--- src/rtl/rr_stream_arb_pkg.sv ---
// Shared types and helpers for the round-robin stream arbiter.
package rr_stream_arb_pkg;

  // ARB: free round-robin pick each beat; LOCK: grant pinned to a packet in flight.
  typedef enum logic {
    ARB  = 1'b0,
    LOCK = 1'b1
  } arb_state_e;

  // Mod-n increment with an explicit wrap, so non-power-of-2 n works.
  function automatic int unsigned rr_next(input int unsigned ptr, input int unsigned n);
    int unsigned nxt;
    nxt = ptr + 1;
    if (nxt >= n) begin
      nxt = 0;
    end
    return nxt;
  endfunction

endpackage

--- src/rtl/pipeline_reg.sv ---
// Full-throughput valid/ready register stage: accepts a new beat whenever it is
// empty or its current beat is being drained in the same cycle.
module pipeline_reg #(
  parameter int unsigned Width = 8
) (
  input  logic             clk,
  input  logic             rst_n,
  input  logic             i_valid,
  output logic             o_ready,
  input  logic [Width-1:0] i_data,
  output logic             o_valid,
  input  logic             i_ready,
  output logic [Width-1:0] o_data
);

  logic             r_valid;
  logic [Width-1:0] r_data;
  logic             w_load;

  assign o_ready = !r_valid || i_ready;
  assign w_load  = i_valid && o_ready;
  assign o_valid = r_valid;
  assign o_data  = r_data;

  // Load on accept, clear when drained with nothing new, otherwise hold.
  always_ff @(posedge clk or negedge rst_n) begin
    if (!rst_n) begin
      r_valid <= 1'b0;
      r_data  <= '0;
    end else if (w_load) begin
      r_valid <= 1'b1;
      r_data  <= i_data;
    end else if (i_ready) begin
      r_valid <= 1'b0;
    end
  end

endmodule

--- src/rtl/rr_stream_arbiter.sv ---
// Round-robin arbiter merging N valid/ready streams onto one registered output,
// keeping multi-beat packets atomic and tagging each beat with its source index.
module rr_stream_arbiter
  import rr_stream_arb_pkg::*;
#(
  parameter int unsigned W     = 8,
  parameter int unsigned N     = 4,
  parameter int unsigned SRC_W = $clog2(N)
) (
  input  logic               clk,
  input  logic               rst_n,
  input  logic [N-1:0]       in_valid,
  output logic [N-1:0]       in_ready,
  input  logic [N*W-1:0]     in_data,
  input  logic [N-1:0]       in_last,
  output logic               out_valid,
  input  logic               out_ready,
  output logic [W-1:0]       out_data,
  output logic               out_last,
  output logic [SRC_W-1:0]   out_src
);

  localparam int unsigned PayloadW = W + 1 + SRC_W;

  arb_state_e           r_state;
  logic [SRC_W-1:0]     r_rr_ptr;
  logic [SRC_W-1:0]     r_lock_src;

  logic                 w_has_grant;
  logic [SRC_W-1:0]     w_grant;
  logic                 w_can_load;
  logic                 w_accept;
  logic [W-1:0]         w_sel_data;
  logic                 w_sel_last;
  logic [PayloadW-1:0]  w_payload_in;
  logic [PayloadW-1:0]  w_payload_out;
  logic [SRC_W:0]       w_pick;

  // First valid index at or after ptr, circularly; MSB flags whether one exists.
  function automatic logic [SRC_W:0] rr_pick(input logic [N-1:0]     valid,
                                             input logic [SRC_W-1:0] ptr);
    logic             found;
    logic [SRC_W-1:0] idx;
    logic [SRC_W-1:0] j_idx;
    int unsigned      j;
    found = 1'b0;
    idx   = '0;
    for (int unsigned off = 0; off < N; off++) begin
      j = 32'(ptr) + off;
      if (j >= N) begin
        j = j - N;
      end
      j_idx = SRC_W'(j);
      if (!found && valid[j_idx]) begin
        found = 1'b1;
        idx   = j_idx;
      end
    end
    return {found, idx};
  endfunction

  assign w_pick = rr_pick(in_valid, r_rr_ptr);

  // Grant selection: round-robin in ARB, pinned to the packet owner in LOCK.
  always_comb begin
    w_has_grant = 1'b0;
    w_grant     = '0;
    if (r_state == LOCK) begin
      w_has_grant = 1'b1;
      w_grant     = r_lock_src;
    end else begin
      w_has_grant = w_pick[SRC_W];
      w_grant     = w_pick[SRC_W-1:0];
    end
  end

  // Only the granted requester sees ready; ready is forced low during reset.
  always_comb begin
    in_ready = '0;
    if (w_has_grant && rst_n) begin
      in_ready[w_grant] = w_can_load;
    end
  end

  assign w_sel_data   = in_data[w_grant*W +: W];
  assign w_sel_last   = in_last[w_grant];
  assign w_accept     = w_has_grant && in_valid[w_grant] && w_can_load && rst_n;
  assign w_payload_in = {w_sel_data, w_sel_last, w_grant};

  // Arbitration state: lock on a non-final beat, advance the pointer past the
  // source of each completed packet.
  always_ff @(posedge clk or negedge rst_n) begin
    if (!rst_n) begin
      r_state    <= ARB;
      r_rr_ptr   <= '0;
      r_lock_src <= '0;
    end else if (w_accept) begin
      if (r_state == ARB) begin
        if (w_sel_last) begin
          r_rr_ptr <= SRC_W'(rr_next(32'(w_grant), N));
        end else begin
          r_state    <= LOCK;
          r_lock_src <= w_grant;
        end
      end else if (w_sel_last) begin
        r_state  <= ARB;
        r_rr_ptr <= SRC_W'(rr_next(32'(r_lock_src), N));
      end
    end
  end

  pipeline_reg #(
    .Width (PayloadW)
  ) u_out_stage (
    .clk     (clk),
    .rst_n   (rst_n),
    .i_valid (w_accept),
    .o_ready (w_can_load),
    .i_data  (w_payload_in),
    .o_valid (out_valid),
    .i_ready (out_ready),
    .o_data  (w_payload_out)
  );

  assign out_data = w_payload_out[PayloadW-1 -: W];
  assign out_last = w_payload_out[SRC_W];
  assign out_src  = w_payload_out[SRC_W-1:0];

endmodule

--- config.mk ---
export PLATFORM = sky130hd
export DESIGN_NAME = rr_stream_arbiter
export DESIGN_NICKNAME = d
export VERILOG_FILES = /design/src/rtl/rr_stream_arb_pkg.sv /design/src/rtl/pipeline_reg.sv /design/src/rtl/rr_stream_arbiter.sv
export SDC_FILE = /design/constraint.sdc
export NUM_CORES = 1
export LEC_CHECK = 0
export CAP_MARGIN = 40
export CORE_UTILIZATION = 44
export DETAILED_ROUTE_END_ITERATION = 7
export PLACE_DENSITY = 0.91
export SLEW_MARGIN = 20
export SYNTH_ARGS = -nofsm -noshare
export SYNTH_HDL_FRONTEND = slang
export SYNTH_SLANG_ARGS = --single-unit
export TNS_END_PERCENT = 100
--- constraint.sdc ---
create_clock -name clk -period 9.8 [get_ports clk]
set_input_delay 2.94 -clock clk [delete_from_list [all_inputs] [get_ports clk]]
set_output_delay 2.94 -clock clk [all_outputs]
set_load 0.02 [all_outputs]
==> metrics.txt <==
Slew Limit Fails 0; post-layout min period 8.378 ns; Synth Flop Type dfrtp_1; top-area cell type share of the netlist area 0.3431; total track usage 0.2487; synthesized flop and latch total 17; NumNets Final 245; routed wire length 3.405 mm; RSZ-0062 raised after global routing false; TritonCTS buffer count 3; Setup CP Type in2out; area of the multi-input gates 760.7 um^2; Die W 55.09 um; Iter 0 DRT Violations 33; CP Data Arrival Time 5.44 ns; sequential area share after synthesis 0.3431; pre-CTS WS 1.439 ns; Ports 59; cell accounting for the most synthesized area dfrtp_1; Mapped Cells roughly 140; MaxCap Viol Count 0; cts repair resizes 0; fin crit share 0.8549; die area 3034 um^2; top cells by instance count after synthesis 41 x nand2_1, 17 x dfrtp_1, 9 x a21o_1, 9 x a311oi_1, 8 x and3_1; Longest Clk Path Bufs 2; DR WL/cell ~15 um; static leakage 0.0008622 uW; layout cells sized above 1 0.08673; Via Count ~1300; count leader, synth nand2_1; number of synthesized flops with an enable pin 0; Slew @ Worst Pin 0.6659 ns; main area contributors after synthesis dfrtp_1 34%, nand2_1 12%, a311oi_1 6.4%; TritonRoute pass-1 iters 4; status completed; startpoint types primary input; largest net degree at the start of global routing 26; final critical-path setup slack 1.422 ns; Data required, critical path 6.86 ns; PwrDens around 280 nW/um^2; Hold Buf Count CTS 0; first-pass GRT wire length roughly 5.3 mm; Worst Skew around 0.0096 ns; Max Fclk 119.4 MHz; die height 55.09 um; Detail Route Antenna Nets 0; initial antenna violation count 0; worst hold slack 0.4844 ns; post-synthesis cell area 1240 um^2; fillcell total 204; Yosys cell types 36; Syn Nets about 190; IO buf count 58; row count 18; CTS sink cnt 17; Clk Latency, worst-skew pair 0.29 ns; Post-CTS Repair Setup Buffers 0; CTS tree built; H-tree depth 1; Final Hold Fails 0; residual DRC count 0; routability cong. 0.8699; Root Buffer clkbuf_4; final setup fails 0; crit-path max FO 11; Ant. Diodes 0; total congestion overflow 0; maximum vdd drop 204.1 uV; Area growth syn-to-layout 50.66%; Slew HR 0.5539; Reg area 425.4 um^2; worst hold path class reg2reg; Initial Util 0.4829; DP HPWL between 2 and 3 mm; power consumption 528.5 uW; Synth Warn # 0; clk slew on worst S/H paths 0.10 ns; Core Area around 2600 um^2; FFs w/ async S/R, synth 1.000; Mapped Avg Cell Area roughly 9.0 um^2; Fin Setup TNS 0 ns; Crit. End Element output pin; vias in the first global route 1255; drt via density between 5 and 6; Worst R2R Setup Slack between 6 and 7 ns
metal layers:
layer  routed length, um  track usage  vias up
li1                    -            -      607
met1                1337       0.2762      576
met2                1736       0.4659       77
met3                 299      0.04372        4
met4                  31      0.09167        0
met5                   0            0        -
logic make-up after synthesis:
family | Yosys count | share of synthesized area
muxes | 9 | 0.08274
DFF | 17 | 0.3431
and+or+nand+nor | 64 | 0.2503
adders and majority gates | 5 | 0.05045
buffers and inverters | 11 | 0.04338
AOI/OAI and AO/OA | 32 | 0.2301
final cells by class:
| type | count | area share |
|---|---|---|
| inverter | 4 | 0.008038 |
| clock buffer | 4 | 0.01407 |
| sequential | 17 | 0.2277 |
| timing repair buffer | 61 | 0.3228 |
| multi-input combinational | 110 | 0.4072 |
| tap | 30 | 0.02009 |
metrics by stage:
stage	utilization	instance area, um^2	std cells
after floorplan	-	1240	138
after global placement	0.7173	1842	222
after detailed placement	0.7173	1842	222
after CTS	0.7276	1868	226
after global routing	0.7276	1868	226
final	0.7276	1868	226
power breakdown:
group | switching, uW | leakage (uW) | internal (uW) | total [uW]
clock | 23.1 | 0.0000150 | 15.8 | 38.9
sequential | 30.6 | 0.000208 | 104 | 135
combinational | 193 | 0.000639 | 162 | 355
path summary, 6_finish.rpt:
kind / from / to / cells past startpoint
min: u_out_stage.o_data[6] / u_out_stage.o_data[6] / 1
max in group asynchronous: rst_n / u_out_stage.o_data[0] / 2
min in group asynchronous: rst_n / u_out_stage.o_data[2] / 2
max: in_valid[1] / in_ready[0] / 8
max reg2reg: r_rr_ptr[1] / r_lock_src[0] / 8
min reg2reg: u_out_stage.o_data[6] / u_out_stage.o_data[6] / 1
placed cells by master, fill, tap and decap left out, drive strengths merged:
cell,instances
a21oi,4
clkdlybuf4s50,58
or3,1
nand3b,1
nor3,2
nand2b,2
and3,8
a311oi,9
o21ai,3
a21o,9
clkinv,1
mux2,7
o41ai,1
inv,3
nor3b,1
o21bai,1
nor2b,1
nor2,3
o31ai,1
o311ai,2
dfrtp,17
and2,4
ha,5
o211ai,1
buf,3
nand2,41
o211a,1
clkbuf,4
mux2i,2
sequential cells by signal, summed over array words and instances, names as in the netlist:
| register | count |
|---|---|
| r_lock_src | 2 |
| r_rr_ptr | 2 |
| r_state | 1 |
| u_out_stage.o_data | 11 |
| u_out_stage.o_valid | 1 |
worst max-delay path, cell delays in order:
cell	delay, ns
clkdlybuf4s50_1	0.53
inv_2	0.08
o211a_1	0.27
o41ai_4	0.26
clkinv_1	0.39
ha_1	0.31
and2_1	0.13
clkdlybuf4s50_1	0.53
No activity file was read; power rests on OpenSTA's default activity.
